## config.mk

```make
export PLATFORM = sky130hd
export DESIGN_NAME = zstr_ser
export DESIGN_NICKNAME = d
export VERILOG_FILES = /design/src/rtl/zstr_ser_pkg.sv /design/src/rtl/zstr_ser.sv
export SDC_FILE = /design/constraint.sdc
export NUM_CORES = 1
export LEC_CHECK = 0
export ABC_AREA = 1
export BUFFER_PORTS_ARGS = -buffer_cell sky130_fd_sc_hd__buf_4
export CAP_MARGIN = 20
export CORE_ASPECT_RATIO = 0.6
export CORE_UTILIZATION = 25
export CTS_BUF_LIST = sky130_fd_sc_hd__clkbuf_4
export CTS_CLUSTER_SIZE = 16
export DETAILED_ROUTE_END_ITERATION = 16
export GPL_ROUTABILITY_DRIVEN = 0
export HOLD_SLACK_MARGIN = 0.15
export PLACE_DENSITY_LB_ADDON = 0.12
export SLEW_MARGIN = 20
export SYNTH_ARGS = -nofsm -noshare
export SYNTH_HDL_FRONTEND = slang
export SYNTH_SLANG_ARGS = --single-unit
```

## constraint.sdc

```tcl
create_clock -name z_clk -period 2.2 [get_ports z_clk]
set_clock_uncertainty 0.05 [all_clocks]
set_input_delay 0.33 -clock z_clk [delete_from_list [all_inputs] [get_ports z_clk]]
set_output_delay 0.33 -clock z_clk [all_outputs]
set_load 0.02 [all_outputs]
```

## src/rtl/zstr_ser_pkg.sv

```systemverilog
// zstr_ser_pkg -- definitions shared by the zstr streaming blocks.
//
// Handshake (used on every zstr port): a word or beat moves across a port in
// exactly those cycles where vld and ack are both 1. A receiver may raise ack
// while vld is low, and neither side waits for the other's vld before
// asserting its own signal, so ack never depends on vld on the same port.
//
// Contents:
//   zstr_state_e  logical state of a serializer (IDLE / SHIFT / LAST)
//   zstr_clog2    constant function for counter widths (result >= 1)
package zstr_ser_pkg;

  typedef enum logic [1:0] {
    ZS_IDLE  = 2'd0,  // no word held
    ZS_SHIFT = 2'd1,  // word held, more beats follow the current one
    ZS_LAST  = 2'd2   // word held, current beat is the final one
  } zstr_state_e;

  // Bits needed to count 0..value-1; never returns less than 1 so a counter
  // declared with it always has at least one bit.
  function automatic int zstr_clog2(input int value);
    int r;
    int v;
    r = 0;
    v = value - 1;
    while (v > 0) begin
      r = r + 1;
      v = v >> 1;
    end
    return (r < 1) ? 1 : r;
  endfunction

endpackage

```

## src/rtl/zstr_ser.sv

```systemverilog
// zstr_ser -- wide-to-narrow stream serializer.
//
// Accepts one N*BW-bit word on the zi port and emits it as N beats of BW bits
// on the zo port, least-significant slice first (LSBF=1) or most-significant
// slice first (LSBF=0). A new word can be taken in the same cycle the final
// beat of the previous word leaves, so back-to-back words flow without a
// bubble.
//
// Ports:
//   z_clk    in   clock, all state on rising edge
//   z_rst    in   asynchronous active-low reset (deassertion synchronised
//                 outside this block)
//   zi_vld   in   input word valid
//   zi_bus   in   input word, N*BW bits
//   zi_ack   out  input acknowledge (combinational from zo_ack only)
//   zo_vld   out  output beat valid (straight from a flop)
//   zo_bus   out  output beat, BW bits
//   zo_last  out  final beat of the current word
//   zo_ack   in   output acknowledge
module zstr_ser
  import zstr_ser_pkg::*;
#(
  parameter int BW   = 8,
  parameter int N    = 4,
  parameter int LSBF = 1
) (
  input  logic            z_clk,
  input  logic            z_rst,
  input  logic            zi_vld,
  input  logic [N*BW-1:0] zi_bus,
  output logic            zi_ack,
  output logic            zo_vld,
  output logic [BW-1:0]   zo_bus,
  output logic            zo_last,
  input  logic            zo_ack
);

  localparam int            CW     = zstr_clog2(N);
  localparam logic [CW-1:0] C_LAST = CW'(N - 1);

  logic [N*BW-1:0] d_q;    // held word, not reset (contents ignored while idle)
  logic [CW-1:0]   c_q;    // index of the beat currently presented
  logic            v_q;    // a word is held
  zstr_state_e     state;  // decoded logical state, for observation and decode
  logic            in_xfer;
  logic            out_xfer;
  logic [CW-1:0]   slice_idx;

  always_comb begin
    state = ZS_IDLE;
    if (v_q) begin
      state = (c_q == C_LAST) ? ZS_LAST : ZS_SHIFT;
    end
  end

  // zi_ack is the only combinational path: the final beat leaving frees the
  // register for the next word in the same cycle.
  assign zi_ack   = (state == ZS_IDLE) | (zo_ack & (state == ZS_LAST));
  assign in_xfer  = zi_vld & zi_ack;
  assign out_xfer = v_q & zo_ack;

  assign zo_vld  = v_q;
  assign zo_last = (state == ZS_LAST);

  assign slice_idx = (LSBF != 0) ? c_q : (C_LAST - c_q);
  assign zo_bus    = d_q[int'(slice_idx)*BW +: BW];

  // Control state. An input transfer while a word is held can only happen in
  // LAST with the final beat leaving, so it takes priority over advancing.
  always_ff @(posedge z_clk or negedge z_rst) begin
    if (!z_rst) begin
      v_q <= 1'b0;
      c_q <= '0;
    end else if (in_xfer) begin
      v_q <= 1'b1;
      c_q <= '0;
    end else if (out_xfer) begin
      if (c_q == C_LAST) begin
        v_q <= 1'b0;
        c_q <= '0;
      end else begin
        c_q <= c_q + CW'(1);
      end
    end
  end

  // Data is sampled only on an input transfer.
  always_ff @(posedge z_clk) begin
    if (in_xfer) begin
      d_q <= zi_bus;
    end
  end

endmodule

```

* Yosys cells after proc, flatten, opt, wreduce, memory -nomap -nowiden
Index checks and enable logic that the tools add are counted.
Word-level totals: flip-flop bits (word level) 35, input port bits 36, output and inout port bits 11, word-level logic and storage cells 23
Operators by class: add/sub/neg operators 1, equality and inequality tests 2, shifts and indexed selects 1, muxes and demuxes 8, bitwise operators 4, reductions and logical operators 4
Operators with widths (number):
- $shiftx A32 B6 Y8 | 1
- $mux W2 | 5
- $eq A2 B2 Y1 const B | 2
- $reduce_bool A2 Y1 | 2
- $and A1 B1 Y1 | 3
- $mux W1 | 3
- $add A2 B1 Y2 const B | 1
- $logic_not A2 Y1 | 1
- $reduce_and A2 Y1 | 1
- $or A1 B1 Y1 | 1

* Depth between registers and ports, before layout
Gate-level depths: netlist of the first run.
depth in word-level cells 9, gate-level depth with buffers 7, depth with buffers taken out 7

* Worst setup path before layout of the first run
OpenSTA, ideal clock, no wires.
kind reg-to-reg, start reg c_q[0], end reg d_q[0], enable pin, setup time 0.387 ns, data arrival time 1.663 ns, data required time 1.763 ns, setup slack 0.100 ns, cell stages (with the launch flop) 7, buffers on the path 0, clock period less this slack 2.100 ns, cells stage by stage dfrtp_1 -> ha_1 -> inv_1 -> nand2_1 -> nand3_1 -> nand2_1 -> inv_1
Between the ends: cells in the longest elaborated chain, start to end 7, elaborated cells on any way between the ends 8, those cells by class eq/ne (2); mux (2); bitwise (3); reduce/logical (1)
Ends and longest elaborated chain:
- from (decl) | RTL line zstr_ser.sv:42 | logic [CW-1:0] c_q;
- from (signal assigned) | RTL line zstr_ser.sv:82 | c_q <= c_q + CW'(1);
- $eq A2 B2 Y1 (*) | RTL line zstr_ser.sv:52 | state = (c_q == C_LAST) ? ZS_LAST : ZS_SHIFT;
- $mux W2 (*) | RTL line zstr_ser.sv:52
- $mux W2 (*) | RTL line zstr_ser.sv:51 | if (v_q) begin
- $eq A2 B2 Y1 | RTL line zstr_ser.sv:58 | assign zi_ack = (state == ZS_IDLE) | (zo_ack & (state == ZS_LAST));
- $and A1 B1 Y1 | RTL line zstr_ser.sv:58
- $or A1 B1 Y1 (*) | RTL line zstr_ser.sv:58
- net zi_ack | RTL line zstr_ser.sv:31 | output logic zi_ack,
- $and A1 B1 Y1 (*) | RTL line zstr_ser.sv:59 | assign in_xfer = zi_vld & zi_ack;
- net in_xfer | RTL line zstr_ser.sv:45 | logic in_xfer;
- to (signal assigned) | RTL line zstr_ser.sv:90 | d_q <= zi_bus;
- to (decl) | RTL line zstr_ser.sv:41 | logic [N*BW-1:0] d_q;
Mark *: on every way through the listed nets, which the timed path passes. The rest lies on a longest branch. A chain may end at the register's enable or synchronous reset.

* Worst setup path in the final report of the first run
start reg c_q[0], end out zo_bus[1]
Between the ends: cells in the longest elaborated chain, start to end 1
Ends and longest elaborated chain:
- $shiftx A32 B6 Y8 | RTL line zstr_ser.sv:66 | assign zo_bus = d_q[int'(slice_idx)*BW +: BW];
- to (decl) | RTL line zstr_ser.sv:33 | output logic [BW-1:0] zo_bus,
No other way between the ends.

==> flow_summary.ini, run 1 <==
[synthesis]
synth_xor_xnor_area_share_pct = 0
synth_compound_gate_area_share_pct = 9.27
ys_warn_count = 0
mappedNetlistNets = 155
synth_cell_types = 14
synth_top_cells_by_area = sky130_fd_sc_hd__edfxtp_1 67%, sky130_fd_sc_hd__nor2_1 6.8%, sky130_fd_sc_hd__o21ai_1 5.6%
muxShareOfSynthArea_pct = 0
flip_flop_and_latch_count_after_synthesis = 35
synth_top_cells_by_count = 32 x sky130_fd_sc_hd__edfxtp_1, 26 x sky130_fd_sc_hd__nor2_1, 16 x sky130_fd_sc_hd__o21ai_1
synth-edff-count = 32
sequential_area_share_after_synthesis_pct = 72.4
synth_async_sr_flop_share_pct = 8.57
syn_avg_cell_area_sq_um = 12.2
portion_of_synthesized_cell_area_occupied_by_the_leading_cell_type_pct = 67.2
synth_area_sq_um = 1430
synth-adder-area-share_pct = 1.75
synth_top_area_cell = sky130_fd_sc_hd__edfxtp_1
number_of_standard_cells_after_synthesis = 117
synth_top_family_by_area = simple AND/OR/NAND/NOR gates
dominantRegCellSynth = sky130_fd_sc_hd__edfxtp_1
synthSimpleGateAreaFrac_pct = 11.0
yosysMostFrequentCell = sky130_fd_sc_hd__edfxtp_1

[placement]
io_buffer_count = 46
dp_slack_ps = 510
place.detailed.hpwl_microns = 2130

[detailed_routing]
firstDrtPassIters = 4
drtIter0Drc = 33
route.detailed.vias_per_inst = 3.97
wire_length_per_cell_after_detailed_routing_microns = 11.5
final_wirelength_microns = 3210
drc = 0
count_of_antenna_violating_nets_left_after_detailed_routing = 0
detailroute.via_count = 1112

[global_route]
global_route_wire_length_before_repair_microns = 5120
grt_remaining_overflow = 0
grt_pass1_vias = 1169
antenna_found_initial = 0
grt_start_max_net_pins = 24
global_route.usage.total_pct = 11.6

[sta]
maxSlewHeadroom_pct = 70.0
worstMarginPinSlew_ps = 450
setup_violations = 0
report.final.hold_viol_count = 0
maxSlewViolCount = 0
final_critical_path_setup_slack_ps = 181
timing.fmax_ghz = 0.495
finalWorstPathRequiredPeriod_ps = 2020
final_min_period_over_clock_period_pct = 91.8
tns_ps = 0
rsz0062_at_grt = no

[clocking]
cts_tree = done
ctsResizeCount = 0
cts_setup_buffers = 0
htree_num_levels = 2
cts_hold_buffers = 33
clk-insertion-delay-late_ps = 330
worst_setup_hold_path_clk_slew_ps = 100
numCtsBuffers = 5
root_buffer = sky130_fd_sc_hd__clkbuf_4
cts_num_sinks = 35
ctsLongestPathBuffers = 2

[critical_path]
crit_path_kind = register to primary output
worstPathMaxFanout = 16
req_time_crit_path_ps = 1820
crit_path_start_kind = register
crit_path_end_kind = primary output
cp_data_arrival_time_ps = 1640

[cells_and_area]
area_growth_syn_to_layout_pct = 56.4
layout.area.seq_sq_um = 1040
fillCellCount = 498
finalNetCount = 241
multiInputGateArea_sq_um = 315
final_util_pct = 42.4
post_route_cells_drive_above_1_share_pct = 29.1
antennaDiodeCount = 0

[hold_path]
min_path_type = input port to register

[floorplan]
std_cell_rows = 20
width_of_the_die_microns = 99.6
io-pin-count = 47
die_y_microns = 60.6
die_area_sq_um = 6040
core_area_sq_um = 5280
starting_density_of_the_core_pct = 27.1

[power_and_ir_drop]
leakagePower_uw = 0.000934
worst_ir_drop_vdd_mv = 0.468
total_power_uw = 2270
power_density_nw_per_um2 = 1010

[run]
max_cap_violations = 0

[run_status]
outcome = complete, no violations
[cells by family (layout without fill, tap and decap cells)]
group | Yosys count | in the layout
AOI/OAI and AO/OA | 25 | 25
and+or+nand+nor | 41 | 41
buffers and inverters | 14 | 100
DFF | 35 | 35
adders and majority gates | 2 | 2
[layer usage]
layer / vias up / wire [microns] / GRT usage [%]
met3: 7 / 198 / 4.03
met1: 496 / 1510 / 13.7
met4: 0 / 56 / 5.67
li1: 571 / - / -
met2: 38 / 1440 / 19.5
met5: - / 0 / 0
[stage by stage]
| step | instance area, sq um | cells | hold WS, ps |
|---|---|---|---|
| after detailed placement | 1860 | 240 | 71.6 |
| after global placement | 1860 | 240 | 71.7 |
| final | 2240 | 280 | 180 |
| after floorplan | 1430 | 117 | -15.6 |
| after global routing | 2240 | 280 | 180 |
| after CTS | 2240 | 280 | 166 |
[critical path: stages, from the launching register on]
cell and delay, ps:
sky130_fd_sc_hd__dfrtp_1 430, sky130_fd_sc_hd__buf_4 190, sky130_fd_sc_hd__inv_2 220, sky130_fd_sc_hd__o21ai_0 120, sky130_fd_sc_hd__o21ai_1 180, sky130_fd_sc_hd__buf_4 170
[registers in the layout, summed over array words and instances, names as in the netlist]
name,count
zo_vld,1
d_q,32
c_q,2
[final cells by class]
cell class	count	area share (%)
well taps	77	4.31
clock buffers	5	1.68
clock inverters	2	0.391
inverters	10	1.68
flip-flops and latches	35	46.3
multi-input cells	68	14.1
repair buffers	83	31.5
[final timing paths]
kind                                         start            endpoint  slack, ps  cells past startpoint
worst max-delay path            c_q[0]$_DFFE_PN0P_           zo_bus[1]        180                      5
worst min-delay path                        zi_vld  zo_vld$_DFFE_PN0P_        180                      3
worst max register to register  c_q[0]$_DFFE_PN0P_    d_q[4]$_DFFE_PP_        520                      7
worst min register to register  c_q[1]$_DFFE_PN0P_  c_q[1]$_DFFE_PN0P_        510                      2
max in group asynchronous                    z_rst  c_q[1]$_DFFE_PN0P_       1750                      2
min in group asynchronous                    z_rst  zo_vld$_DFFE_PN0P_        260                      2
[where the power goes]
part / total (uW) / leakage, uW / switching [uW] / internal (uW)
Clock: 316 / 0.0000285 / 203 / 113
Sequential: 934 / 0.000327 / 48.5 / 886
Combinational: 1020 / 0.000578 / 598 / 422
[placed cells by master (no fill, tap or decap)]
master	netlist	layout
sky130_fd_sc_hd__o21ai_2	2	2
sky130_fd_sc_hd__nand2_1	13	13
sky130_fd_sc_hd__or2_0	1	1
sky130_fd_sc_hd__ha_1	2	2
sky130_fd_sc_hd__edfxtp_1	32	32
sky130_fd_sc_hd__clkinv_2	0	1
sky130_fd_sc_hd__nand3_1	1	1
sky130_fd_sc_hd__buf_4	1	50
sky130_fd_sc_hd__clkinv_1	0	1
sky130_fd_sc_hd__o21ai_0	7	7
sky130_fd_sc_hd__o21ai_1	16	16
sky130_fd_sc_hd__clkbuf_4	0	5
sky130_fd_sc_hd__dlygate4sd3_1	0	33
sky130_fd_sc_hd__dfrtp_1	3	3
sky130_fd_sc_hd__inv_1	9	9
sky130_fd_sc_hd__nor2_1	26	26
sky130_fd_sc_hd__inv_2	1	1
Power figures use the tool's default switching activity.
==> run 2: changes to the inputs <==
==> constraint.sdc (replaced) <==
create_clock -name z_clk -period 2.05 [get_ports z_clk]
set_clock_uncertainty 0.05 [all_clocks]
set_input_delay 0.3075 -clock z_clk [delete_from_list [all_inputs] [get_ports z_clk]]
set_output_delay 0.3075 -clock z_clk [all_outputs]
set_load 0.01 [all_outputs]
==> flow_summary.ini, run 2 (same netlist as run 1, synthesis figures left out) <==
[sta]
maxSlewViolCount = 0
tns_ps = 0
finalWorstPathRequiredPeriod_ps = 1850
worst_hold_slack_ps = 206
final_min_period_over_clock_period_pct = 90.5
report.final.hold_viol_count = 0
worstMarginPinSlew_ps = 280
maxSlewHeadroom_pct = 81.3
timing.fmax_ghz = 0.539
setup_violations = 0
rsz0062_at_grt = no

[power_and_ir_drop]
worst_ir_drop_vdd_mv = 0.557
power_density_nw_per_um2 = 1060
leakagePower_uw = 0.000940
total_power_uw = 2400

[floorplan]
die_area_sq_um = 6040
die_y_microns = 60.6
core_area_sq_um = 5280
std_cell_rows = 20
io-pin-count = 47
starting_density_of_the_core_pct = 27.1
width_of_the_die_microns = 99.6

[cells_and_area]
post_route_cells_drive_above_1_share_pct = 29.3
final_util_pct = 43.1
area_growth_syn_to_layout_pct = 59.0
largest_register_ff_count = 32
max_flop_register = d_q
layout_commonest_cell = sky130_fd_sc_hd__buf_4
layout.cells.non_filler = 282
finalNetCount = 242
antennaDiodeCount = 0
layout.cells.most_common_list = 48 x sky130_fd_sc_hd__buf_4, 34 x sky130_fd_sc_hd__dlygate4sd3_1, 32 x sky130_fd_sc_hd__edfxtp_1
fillCellCount = 478

[critical_path]
ff_to_ff_start = c_q[0]$_DFFE_PN0P_
crit_path_end_kind = primary output
cp_data_arrival_time_ps = 1500
worst_setup_path_endpoint = zo_bus[3]
worst-r2r-cell-count = 7
cp_top_family = flip-flops
startpoint = c_q[0]$_DFFE_PN0P_
crit_path_start_kind = register
crit_path_kind = register to primary output
cp_cell_sequence = inv_2, o21ai_0, o21ai_1, buf_4
crit-reg2reg-capture = d_q[24]$_DFFE_PP_
max_stage_delay_ps = 470
worst_path_max_delay_cell = sky130_fd_sc_hd__dfrtp_1
worstPathMaxFanout = 16
r2r_setup_slack_ps = 360
cp_num_buf_inv = 2
req_time_crit_path_ps = 1690
cp_num_cells = 4

[detailed_routing]
wire_length_per_cell_after_detailed_routing_microns = 11.0
drc = 0
route.detailed.vias_per_inst = 3.88
count_of_antenna_violating_nets_left_after_detailed_routing = 0
final_wirelength_microns = 3120
drtIter0Drc = 24
firstDrtPassIters = 4
detailroute.via_count = 1095

[clocking]
root_buffer = sky130_fd_sc_hd__clkbuf_4
ctsLongestPathBuffers = 2
htree_num_levels = 2
worst_setup_hold_path_clk_slew_ps = 110
clk-insertion-delay-late_ps = 330
cts_num_sinks = 35
cts_tree = done
numCtsBuffers = 5

[global_route]
grt_start_max_net_pins = 33
antenna_found_initial = 0
global_route_wire_length_before_repair_microns = 5020
grt_remaining_overflow = 0
grt_pass1_vias = 1085
global_route.usage.total_pct = 11.3

[placement]
io_buffer_count = 46
place.detailed.instances = 238

[run_status]
outcome = complete, no violations

[hold_path]
hold_path_startpoint = zo_ack
hold_depth = 4
min_path_type = input port to register

[run]
max_cap_violations = 0
[run 2: what timing repair did]
action                                  CTS  global route
resized for setup                         0             2
setup buffers                             0             2
endpoints found under the setup margin    0             7
endpoints found under the hold margin    36             0
hold buffers                             34             0
[run 2: worst reg2reg max path, stage by stage, from the launching register on]
cell and delay (ps):
sky130_fd_sc_hd__dfrtp_1 470, sky130_fd_sc_hd__ha_1 260, sky130_fd_sc_hd__inv_1 60, sky130_fd_sc_hd__nand2_1 40
sky130_fd_sc_hd__nand3_1 80, sky130_fd_sc_hd__nand2_1 100, sky130_fd_sc_hd__inv_1 100, sky130_fd_sc_hd__buf_12 210
[run 2: area by class of cell]
class	count	area, sq um	area share, %
clock buffer	6	45.0	1.98
clock inverter	2	7.51	0.330
inverter	10	41.3	1.82
multi-input combinational	68	315	13.9
sequential	35	1040	45.6
tap	77	96.3	4.24
timing repair buffer	84	732	32.2
[run 2: layer usage]
layer / share of wire [%] / wire (microns) / vias up / GRT usage (%)
met5: 0 / 0 / - / 0
met4: 0.42 / 13 / 0 / 3.15
met3: 5.6 / 174 / 2 / 4.26
met2: 46 / 1440 / 33 / 19.2
met1: 48 / 1480 / 487 / 13.9
li1: - / - / 573 / -
[run 2: per-stage QoR]
step	instance area, sq um	setup WS, ps
after detailed placement	1860	404
after floorplan	1430	46.4
after CTS	2250	7.03
final	2270	195
after global routing	2270	27.1
after global placement	1860	422
[run 2: worst min path at each step]
| stage | endpoint | slack, ps |
|---|---|---|
| floorplan | c_q[0]$_DFFE_PN0P_ | -40 |
| global placement | zo_vld$_DFFE_PN0P_ | 50 |
| detailed placement | zo_vld$_DFFE_PN0P_ | 50 |
| CTS | zo_vld$_DFFE_PN0P_ | 200 |
| global route | zo_vld$_DFFE_PN0P_ | 200 |
| finish | zo_vld$_DFFE_PN0P_ | 210 |
[run 2: power by group]
group / internal, uW / total, uW / switching (uW)
clock: 140 / 360 / 219
sequential: 950 / 1010 / 62.9
combinational: 476 / 1030 / 551
total: 1570 / 2400 / 833
==> run 3: changes to the inputs <==
--- a/config.mk
+++ b/config.mk
@@ -16,6 +16,7 @@
 export GPL_ROUTABILITY_DRIVEN = 0
 export HOLD_SLACK_MARGIN = 0.15
 export PLACE_DENSITY_LB_ADDON = 0.12
+export SETUP_SLACK_MARGIN = 0.4
 export SLEW_MARGIN = 20
 export SYNTH_ARGS = -nofsm -noshare
 export SYNTH_HDL_FRONTEND = slang
==> flow_summary.ini, run 3 (same netlist as run 1, synthesis figures left out) <==
[clocking]
root_buffer = sky130_fd_sc_hd__clkbuf_4
cts_tree = done
ctsLongestPathBuffers = 2
htree_num_levels = 2
numCtsBuffers = 5
clk-insertion-delay-late_ps = 320
worst_setup_hold_path_clk_slew_ps = 100
cts_num_sinks = 35

[cells_and_area]
layout.area.seq_sq_um = 1040
final_util_pct = 47.5
area_growth_syn_to_layout_pct = 75.5
largest_register_ff_count = 32
max_flop_register = d_q
fillCellCount = 475
layout_commonest_cell = sky130_fd_sc_hd__buf_4
multiInputGateArea_sq_um = 459
post_route_cells_drive_above_1_share_pct = 45.2
antennaDiodeCount = 0
finalNetCount = 247
layout.cells.most_common_list = 48 x sky130_fd_sc_hd__buf_4, 33 x sky130_fd_sc_hd__dlygate4sd3_1, 32 x sky130_fd_sc_hd__edfxtp_1
layout.cell_area.non_filler_sq_um = 2510

[floorplan]
starting_density_of_the_core_pct = 27.1
std_cell_rows = 20
io-pin-count = 47
core_area_sq_um = 5280
die_y_microns = 60.6
die_area_sq_um = 6040
width_of_the_die_microns = 99.6

[global_route]
grt_remaining_overflow = 0
grt_start_max_net_pins = 33
antenna_found_initial = 0
use_met2_pct = 20.9
grt_pass1_vias = 1109
met3_usage_pct = 3.80
grt.busiest_layer = met2
global_routing_usage_on_met1_pct = 14.5
global_route_wire_length_before_repair_microns = 5130
global_route.usage.total_pct = 12.0

[power_and_ir_drop]
power_density_nw_per_um2 = 1140
worst_ir_drop_vdd_mv = 0.373
leakagePower_uw = 0.00100

[critical_path]
req_time_crit_path_ps = 1690
crit-reg2reg-capture = d_q[28]$_DFFE_PP_
cp_top_family = flip-flops
max_stage_delay_ps = 470
cp_num_cells = 6
crit_path_start_kind = register
crit_path_end_kind = primary output
worstPathMaxFanout = 9
worst_setup_path_endpoint = zo_bus[3]
crit_path_kind = register to primary output
worst-r2r-cell-count = 7
cp_data_arrival_time_ps = 1430
cp_cell_sequence = buf_6, nor2_1, nor2_1, o21ai_1, o21ai_1, buf_4
startpoint = c_q[0]$_DFFE_PN0P_
r2r_setup_slack_ps = 430
cp_num_buf_inv = 2
ff_to_ff_start = c_q[0]$_DFFE_PN0P_
worst_path_max_delay_cell = sky130_fd_sc_hd__dfrtp_2

[sta]
report.final.hold_viol_count = 0
timing.fmax_ghz = 0.560
final_critical_path_setup_slack_ps = 264
maxSlewHeadroom_pct = 88.2
tns_ps = 0
worstMarginPinSlew_ps = 177
finalWorstPathRequiredPeriod_ps = 1790
maxSlewViolCount = 0
rsz0062_at_grt = yes
final_min_period_over_clock_period_pct = 87.1
setup_violations = 0

[detailed_routing]
drtIter0Drc = 19
wire_length_per_cell_after_detailed_routing_microns = 11.6
drc = 0
count_of_antenna_violating_nets_left_after_detailed_routing = 0
route.detailed.vias_per_inst = 4.02
firstDrtPassIters = 4
final_wirelength_microns = 3330
detailroute.via_count = 1154

[placement]
placedInstanceArea_sq_um = 1870
io_buffer_count = 46
place.detailed.hpwl_microns = 2060
dp_slack_ps = 299

[hold_path]
min_path_type = input port to register

[run_status]
outcome = complete, no violations

[run]
max_cap_violations = 0
==> run 3: cell types whose count changed in the layout (fill, tap and decap cells not counted), sizes merged <==
cell         delta
dlygate4sd3     -1
buf             +5
clkbuf          +1
inv             -1
clkinvlp        +1
==> run 3: layout make-up <==
cell class / count / share of cell area [%]
Timing Repair Buffer: 88 / 31.5
Inverter: 10 / 2.29
Clock inverter: 1 / 0.199
Timing Repair inverter: 1 / 0.449
Tap cell: 77 / 3.84
Clock buffer: 7 / 2.09
Sequential cell: 35 / 41.4
Multi-Input combinational cell: 68 / 18.3
==> run 3: worst min-delay path by stage <==
stage          startpoint            endpoint  slack (ps)  cells past startpoint
6_report           zi_vld  zo_vld$_DFFE_PN0P_         180                      3
5_1_grt            zi_vld  zo_vld$_DFFE_PN0P_         190                      3
4_1_cts            zi_vld  zo_vld$_DFFE_PN0P_         150                      3
3_5_place_dp        z_rst  c_q[1]$_DFFE_PN0P_          50                      1
3_3_place_gp        z_rst  zo_vld$_DFFE_PN0P_          50                      1
2_1_floorplan       z_rst  c_q[0]$_DFFE_PN0P_         -40                      0
==> run 3: worst min-delay path: stages <==
cell                      delay (ps)
sky130_fd_sc_hd__buf_4           100
sky130_fd_sc_hd__inv_1            40
sky130_fd_sc_hd__o21ai_0          60
==> run 3: where the power goes <==
part	switching (uW)	internal, uW	total (uW)
Combinational	757	693	1450
Clock	212	160	373
Sequential	77.2	955	1030
Total	1050	1810	2860
==> run 3: per-layer routing <==
layer  wire length [microns]  vias to the layer above  part of all wire [%]
met5                       0                        -                     0
met4                      13                        0                  0.39
li1                        -                      588                     -
met1                    1590                      527                    48
met3                     188                        2                   5.6
met2                    1540                       37                    46
==> run 3: per-stage QoR <==
stage,total power (uW),instances,hold WS (ps)
CTS,2670,287,154
floorplan,1620,117,-38.1
finish,2860,287,180
global placement,1980,239,49.8
global route,3050,287,190
detailed placement,2010,239,48.8
==> run 3: what timing repair did <==
item                       CTS  global route
gates cloned                 2             0
resized for setup           27            31
pin swaps                    9             5
setup endpoints to repair   41            42
hold buffers                33             0
buffers inserted             5             0
hold endpoints to repair    35             0
